`src/rtl/if_fetch_pkg.sv`:
```
// Shared definitions for the instruction-fetch engine: widths, zero word and FSM encodings.
package if_fetch_pkg;
  localparam int InstLen = 32;
  localparam int AddrLen = 32;
  localparam logic [InstLen-1:0] ZeroWord = '0;

  typedef enum logic {
    S_FETCH = 1'b0,
    S_WAIT  = 1'b1
  } state_e;
endpackage

```
`src/rtl/if_fetch_icache_dm.sv`:
```
// Direct-mapped instruction cache: combinational lookup by PC, single-word fill.
// Only instantiated by if_fetch when ICACHE_EN is defined.
module icache_dm
  import if_fetch_pkg::*;
#(
  parameter int IDX_W = 4
) (
  input  logic               clk_in,
  input  logic               rst_n_in,
  input  logic [AddrLen-1:0] lookup_pc,
  output logic               hit,
  output logic [InstLen-1:0] word,
  input  logic               fill_en,
  input  logic [AddrLen-1:0] fill_pc,
  input  logic [InstLen-1:0] fill_word
);
  localparam int Entries = 1 << IDX_W;
  localparam int TagW    = AddrLen - IDX_W - 2;

  logic [Entries-1:0] vld_q, vld_d;
  logic [TagW-1:0]    tag_q  [Entries];
  logic [InstLen-1:0] data_q [Entries];

  logic [IDX_W-1:0] lk_idx, fl_idx;
  logic [TagW-1:0]  lk_tag, fl_tag;
  logic [3:0]       unused_lo;

  assign lk_idx    = lookup_pc[IDX_W+1:2];
  assign lk_tag    = lookup_pc[AddrLen-1:IDX_W+2];
  assign fl_idx    = fill_pc[IDX_W+1:2];
  assign fl_tag    = fill_pc[AddrLen-1:IDX_W+2];
  assign unused_lo = {lookup_pc[1:0], fill_pc[1:0]};

  assign hit  = vld_q[lk_idx] && (tag_q[lk_idx] == lk_tag);
  assign word = data_q[lk_idx];

  always_comb begin
    vld_d = vld_q;
    if (fill_en) vld_d[fl_idx] = 1'b1;
  end

  // Only valid bits are reset; tag/data are qualified by them.
  always_ff @(posedge clk_in or negedge rst_n_in) begin
    if (!rst_n_in) vld_q <= '0;
    else           vld_q <= vld_d;
  end

  always_ff @(posedge clk_in) begin
    if (fill_en) begin
      tag_q[fl_idx]  <= fl_tag;
      data_q[fl_idx] <= fill_word;
    end
  end
endmodule

```
`src/rtl/if_fetch.sv`:
```
// Instruction fetch: assembles 4 little-endian bytes from a byte-wide memory port into a word
// for decode and drives the PC register's stall. Optional icache under `ICACHE_EN.
module if_fetch
  import if_fetch_pkg::*;
#(
  parameter int ICACHE_IDX_W = 4
) (
  input  logic               clk_in,
  input  logic               rst_n_in,
  input  logic               rdy_in,
  input  logic [AddrLen-1:0] pc_in,
  input  logic               flush_in,
  output logic               mem_req_out,
  input  logic               mem_gnt_in,
  output logic [AddrLen-1:0] mem_addr_out,
  input  logic [7:0]         mem_byte_in,
  output logic               stall_req_out,
  input  logic               id_stall_in,
  output logic               if_valid_out,
  output logic [AddrLen-1:0] if_pc_out,
  output logic [InstLen-1:0] if_inst_out
);
  state_e             state_q, state_d;
  logic [2:0]         iss_q, iss_d;
  logic [2:0]         rcv_q, rcv_d;
  logic               pend_q, pend_d;
  logic [InstLen-1:0] wbuf_q, wbuf_d;
  logic               vld_q, vld_d;
  logic [AddrLen-1:0] pc_q, pc_d;
  logic [InstLen-1:0] inst_q, inst_d;

  logic               cache_hit;
  logic [InstLen-1:0] cache_word;
  logic               mem_cmpl, hit_cmpl, load, req;
  logic [InstLen-1:0] mem_word, cmpl_word, load_word;

  // rcv_q==4 only arises when the last byte landed while rdy_in was low.
  assign mem_word  = pend_q ? {mem_byte_in, wbuf_q[23:0]} : wbuf_q;
  assign mem_cmpl  = (state_q == S_FETCH) && ((pend_q && rcv_q == 3'd3) || rcv_q == 3'd4);
  assign hit_cmpl  = cache_hit && (state_q == S_FETCH) && (iss_q == 3'd0) && (rcv_q == 3'd0);
  assign cmpl_word = hit_cmpl ? cache_word : mem_word;
  assign req       = rst_n_in && rdy_in && (state_q == S_FETCH) && (iss_q < 3'd4) && !hit_cmpl;

  assign mem_req_out  = req;
  assign mem_addr_out = pc_in + {29'd0, iss_q};
  assign if_valid_out = vld_q;
  assign if_pc_out    = pc_q;
  assign if_inst_out  = inst_q;

`ifdef ICACHE_EN
  logic fill_en;
  assign fill_en = rdy_in && !flush_in && mem_cmpl;

  icache_dm #(.IDX_W(ICACHE_IDX_W)) u_icache (
    .clk_in    (clk_in),
    .rst_n_in  (rst_n_in),
    .lookup_pc (pc_in),
    .hit       (cache_hit),
    .word      (cache_word),
    .fill_en   (fill_en),
    .fill_pc   (pc_in),
    .fill_word (mem_word)
  );
`else
  logic [ICACHE_IDX_W-1:0] unused_idx;
  assign unused_idx = pc_in[ICACHE_IDX_W+1:2];
  assign cache_hit  = 1'b0;
  assign cache_word = ZeroWord;
`endif

  always_comb begin
    state_d   = state_q;
    iss_d     = iss_q;
    rcv_d     = rcv_q;
    pend_d    = pend_q;
    wbuf_d    = wbuf_q;
    vld_d     = vld_q;
    pc_d      = pc_q;
    inst_d    = inst_q;
    load      = 1'b0;
    load_word = wbuf_q;
    if (!rdy_in) begin
      // Frozen, but a byte already granted still has to be kept.
      if (pend_q) begin
        wbuf_d[{rcv_q[1:0], 3'b000} +: 8] = mem_byte_in;
        rcv_d  = rcv_q + 3'd1;
        pend_d = 1'b0;
      end
    end else if (flush_in) begin
      state_d = S_FETCH;
      iss_d   = 3'd0;
      rcv_d   = 3'd0;
      pend_d  = 1'b0;
      vld_d   = 1'b0;
    end else begin
      if (vld_q && !id_stall_in) vld_d = 1'b0;
      pend_d = req && mem_gnt_in;
      if (req && mem_gnt_in) iss_d = iss_q + 3'd1;
      if (pend_q) begin
        wbuf_d[{rcv_q[1:0], 3'b000} +: 8] = mem_byte_in;
        rcv_d = rcv_q + 3'd1;
      end
      if (mem_cmpl || hit_cmpl) begin
        if (!vld_q || !id_stall_in) begin
          load      = 1'b1;
          load_word = cmpl_word;
        end else begin
          state_d = S_WAIT;
          wbuf_d  = cmpl_word;
        end
      end else if (state_q == S_WAIT && !id_stall_in) begin
        load = 1'b1;
      end
      if (load) begin
        state_d = S_FETCH;
        pc_d    = pc_in;
        inst_d  = load_word;
        vld_d   = 1'b1;
        iss_d   = 3'd0;
        rcv_d   = 3'd0;
        pend_d  = 1'b0;
      end
    end
  end

  // One unstalled cycle per delivered word; flush always releases so the jump lands.
  assign stall_req_out = !(rdy_in && (flush_in || load));

  always_ff @(posedge clk_in or negedge rst_n_in) begin
    if (!rst_n_in) begin
      state_q <= S_FETCH;
      iss_q   <= 3'd0;
      rcv_q   <= 3'd0;
      pend_q  <= 1'b0;
      wbuf_q  <= ZeroWord;
      vld_q   <= 1'b0;
      pc_q    <= '0;
      inst_q  <= ZeroWord;
    end else begin
      state_q <= state_d;
      iss_q   <= iss_d;
      rcv_q   <= rcv_d;
      pend_q  <= pend_d;
      wbuf_q  <= wbuf_d;
      vld_q   <= vld_d;
      pc_q    <= pc_d;
      inst_q  <= inst_d;
    end
  end
endmodule

```
`config.mk`:
```
export PLATFORM = sky130hd
export DESIGN_NAME = if_fetch
export DESIGN_NICKNAME = d
export VERILOG_FILES = /design/src/rtl/if_fetch_pkg.sv /design/src/rtl/if_fetch_icache_dm.sv /design/src/rtl/if_fetch.sv
export SDC_FILE = /design/constraint.sdc
export NUM_CORES = 1
export LEC_CHECK = 0
export ABC_AREA = 1
export CAP_MARGIN = 20
export CORE_MARGIN = 3
export CORE_UTILIZATION = 45
export DETAILED_ROUTE_END_ITERATION = 10
export PLACE_DENSITY = 0.77
export SYNTH_ARGS = -nofsm -noshare
export SYNTH_HDL_FRONTEND = slang
export SYNTH_SLANG_ARGS = --single-unit
export TNS_END_PERCENT = 100
```
`constraint.sdc`:
```
create_clock -name clk_in -period 2.2 [get_ports clk_in]
set_input_delay 0.44 -clock clk_in [delete_from_list [all_inputs] [get_ports clk_in]]
set_output_delay 0.44 -clock clk_in [all_outputs]
set_load 0.01 [all_outputs]
```
==> results.ini <==
[run_status]
status=finished, violations left
violations=setup timing

[power]
power_density_nw_per_um2=757
ir_drop_v=0.000468
leakage_nw=4.40

[layout]
mostFrequentLayoutCell=nand2_1
multi_input_area_sq_um=2950
area.growth.synth_to_final_pct=49.9
final_cell_mix=nand2_1, dfrtp_1, clkdlybuf4s50_1
fin_nets=1079
antenna_cells=0
instances_no_fill=1194
drive_above_1_share_pct=22.1
seq_area_sq_um=2630
fill_cells=984

[floorplanning]
die_h_microns=118
fp.dieArea_sq_um=14000
die_w_microns=118
initial_core_util_pct=46.7
ios=145
rows=40
core_area_sq_um=12200

[setup_path]
rrSetupSlack_ns=0.27
required_ns=1.76
path_cells=ha_4, inv_4, fa_2, o21ai_2, buf_6, nand3b_1, nor2_1, nand2_1, nand2_1, buf_2
cp_top_family=adder cells
worstSetupStartpointType=flop
cp_max_fo=6
critPathMaxStageDelay_ns=0.39
timing.rr.end=wbuf_q[24]
reg2regPathDepth=10
critPathArrivalTime_ns=2.16
path_buf_inv=3
criticalPathCategory=flop to output pin
regToRegStartpoint=rcv_q[1]
cp_common_cell=nand2_1
cp_slowest_cell=dfrtp_1
crit_path_end_kind=output pin

[synth]
synth_fp_nets=839
synth_area_sq_um=5680
postSynthCellCount=781
syn_area_per_cell_sq_um=7.28
ys_types=30
synth_seq_area_share_pct=46.2
synth_warnings=0
ys_ff_latch=105

[clocking]
clock-sinks=105
htree_levels=3
ctsHoldBuffers=0
clock_latency_ns=0.36
cts_tree=done
numCtsBuffers=9
cts-root-buf=clkbuf_16
path_clk_slew_ns=0.07
clockBufferDepth=2

[global_route]
grt.overflow.total=0
antenna_found_initial=0
grt_max_degree=106
grt_pass1_wl_microns=28000
grt_usage_pct=24.6
grt_pass1_vias=5632

[detailed_routing]
routed_wl_microns=17500
vias_per_cell=4.91
via_count=5859
drc_errors=0
drtAntennaViolNets=0
dr.first_iter.drc_count=532
dr.pass1.iters=5
wl_per_cell_microns=14.7

[timing]
finalCritPeriodShare_pct=118
period_minus_slack_ns=2.60
final_max_slew_viol_count=0
finalSetupViolCount=30
skew_ns=0.00789
setup_ws_ns=-0.401
relSlewSlack_pct=61.3
fmax_ghz=0.384
tightest_slew_ns=0.580
hold_violations=0
rsz0062_at_grt=true
worst_hold_slack_ns=0.135

[min_path]
hp-class=input pin to asynchronous set/reset pin

[job]
drv_cap=0

[placement]
dp_cells=1157
io_buffers=144
gp_congestion=0.957
dp_hpwl_microns=12300

[worst max path at each step]
stage / from / slack (ns) / end / depth (start not counted)
5_1_grt: iss_q[0] / -0.52 / mem_addr_out[18] / 10
6_report: iss_q[0] / -0.40 / mem_addr_out[18] / 10
4_1_cts: iss_q[0] / -0.43 / mem_addr_out[12] / 10
3_3_place_gp: pc_in[0] / -0.99 / mem_addr_out[12] / 10
3_5_place_dp: pc_in[0] / -1.03 / mem_addr_out[16] / 10
2_1_floorplan: pc_in[0] / 0.05 / mem_addr_out[16] / 7
[cell usage after synthesis, drive strengths merged]
cell / number / area share [%]
nand3: 34 / 3.3
xor2: 19 / 2.9
fa: 1 / 0.35
dfrtp: 105 / 46
clkbuf: 5 / 0.35
nor2: 58 / 3.8
nand4: 2 / 0.33
nand2: 382 / 25
nand3b: 2 / 0.26
xnor2: 2 / 0.31
or2: 3 / 0.33
a21boi: 7 / 0.92
ha: 11 / 2.4
nor3: 11 / 0.97
o22ai: 1 / 0.11
a21oi: 6 / 0.53
inv: 63 / 4.2
o21ai: 51 / 4.8
buf: 18 / 2.5
[kinds of logic (layout without fill, tap and decap cells)]
| family | after synthesis | after routing | share of synthesized area, % |
|---|---|---|---|
| AND/OR/NAND/NOR | 492 | 492 | 34.3 |
| flip-flops | 105 | 105 | 46.2 |
| XOR/XNOR | 21 | 21 | 3.24 |
| adder cells (fa/ha/maj) | 12 | 12 | 2.77 |
| buffers and inverters | 86 | 331 | 7.02 |
| AO/OA/AOI/OAI | 65 | 65 | 6.38 |
[report_power, final]
group / total, W / switching, W / internal [W] / leakage, nW
Clock: 0.00158 / 0.000787 / 0.000795 / 0.138
Sequential: 0.00268 / 0.000275 / 0.00240 / 1.40
Combinational: 0.00219 / 0.00103 / 0.00116 / 2.86
[per-stage QoR]
step / setup slack, ns / power [W] / setup TNS [ns] / utilization (%) / instance area [sq um]
2_1_floorplan: 0.0453 / 0.00354 / 0 / - / 5690
3_3_place_gp: -0.988 / 0.00480 / -25.43 / 64.7 / 7870
3_5_place_dp: -1.03 / 0.00487 / -26.04 / 64.7 / 7870
4_1_cts: -0.428 / 0.00644 / -7.17 / 68.1 / 8290
5_1_grt: -0.517 / 0.00682 / -10.56 / 70.1 / 8520
6_report: -0.401 / 0.00645 / -7.82 / 70.1 / 8520
[registers in the layout (all words and copies together) (netlist names)]
register,flops
state_q,1
iss_q,3
if_inst_out,32
wbuf_q,32
pend_q,1
if_valid_out,1
if_pc_out,32
rcv_q,3
[repair_timing]
| action | in CTS | in global routing |
|---|---|---|
| resized for setup | 202 | 46 |
| setup endpoints to repair | 32 | 31 |
| pin swaps | 21 | 31 |
| gates cloned | 0 | 0 |
| setup buffers | 14 | 11 |
[routing by layer]
| metal | up-vias | global-route usage (%) | share of wire (%) |
|---|---|---|---|
| met2 | 184 | 38.0 | 47 |
| li1 | 2902 | - | - |
| met1 | 2742 | 34.7 | 45 |
| met4 | 0 | 9.92 | 2.7 |
| met3 | 31 | 3.88 | 5.3 |
| met5 | - | 0 | 0 |
[area by class of cell]
class,instances,area share [%]
Tap cell,168,2.47
Multi-Input combinational cell,590,34.7
Clock inverter,6,0.661
Clock buffer,10,2.69
Timing Repair Buffer,252,25.9
Inverter,63,2.81
Sequential cell,105,30.9
Note: power is estimated with default switching activity, not from simulation.
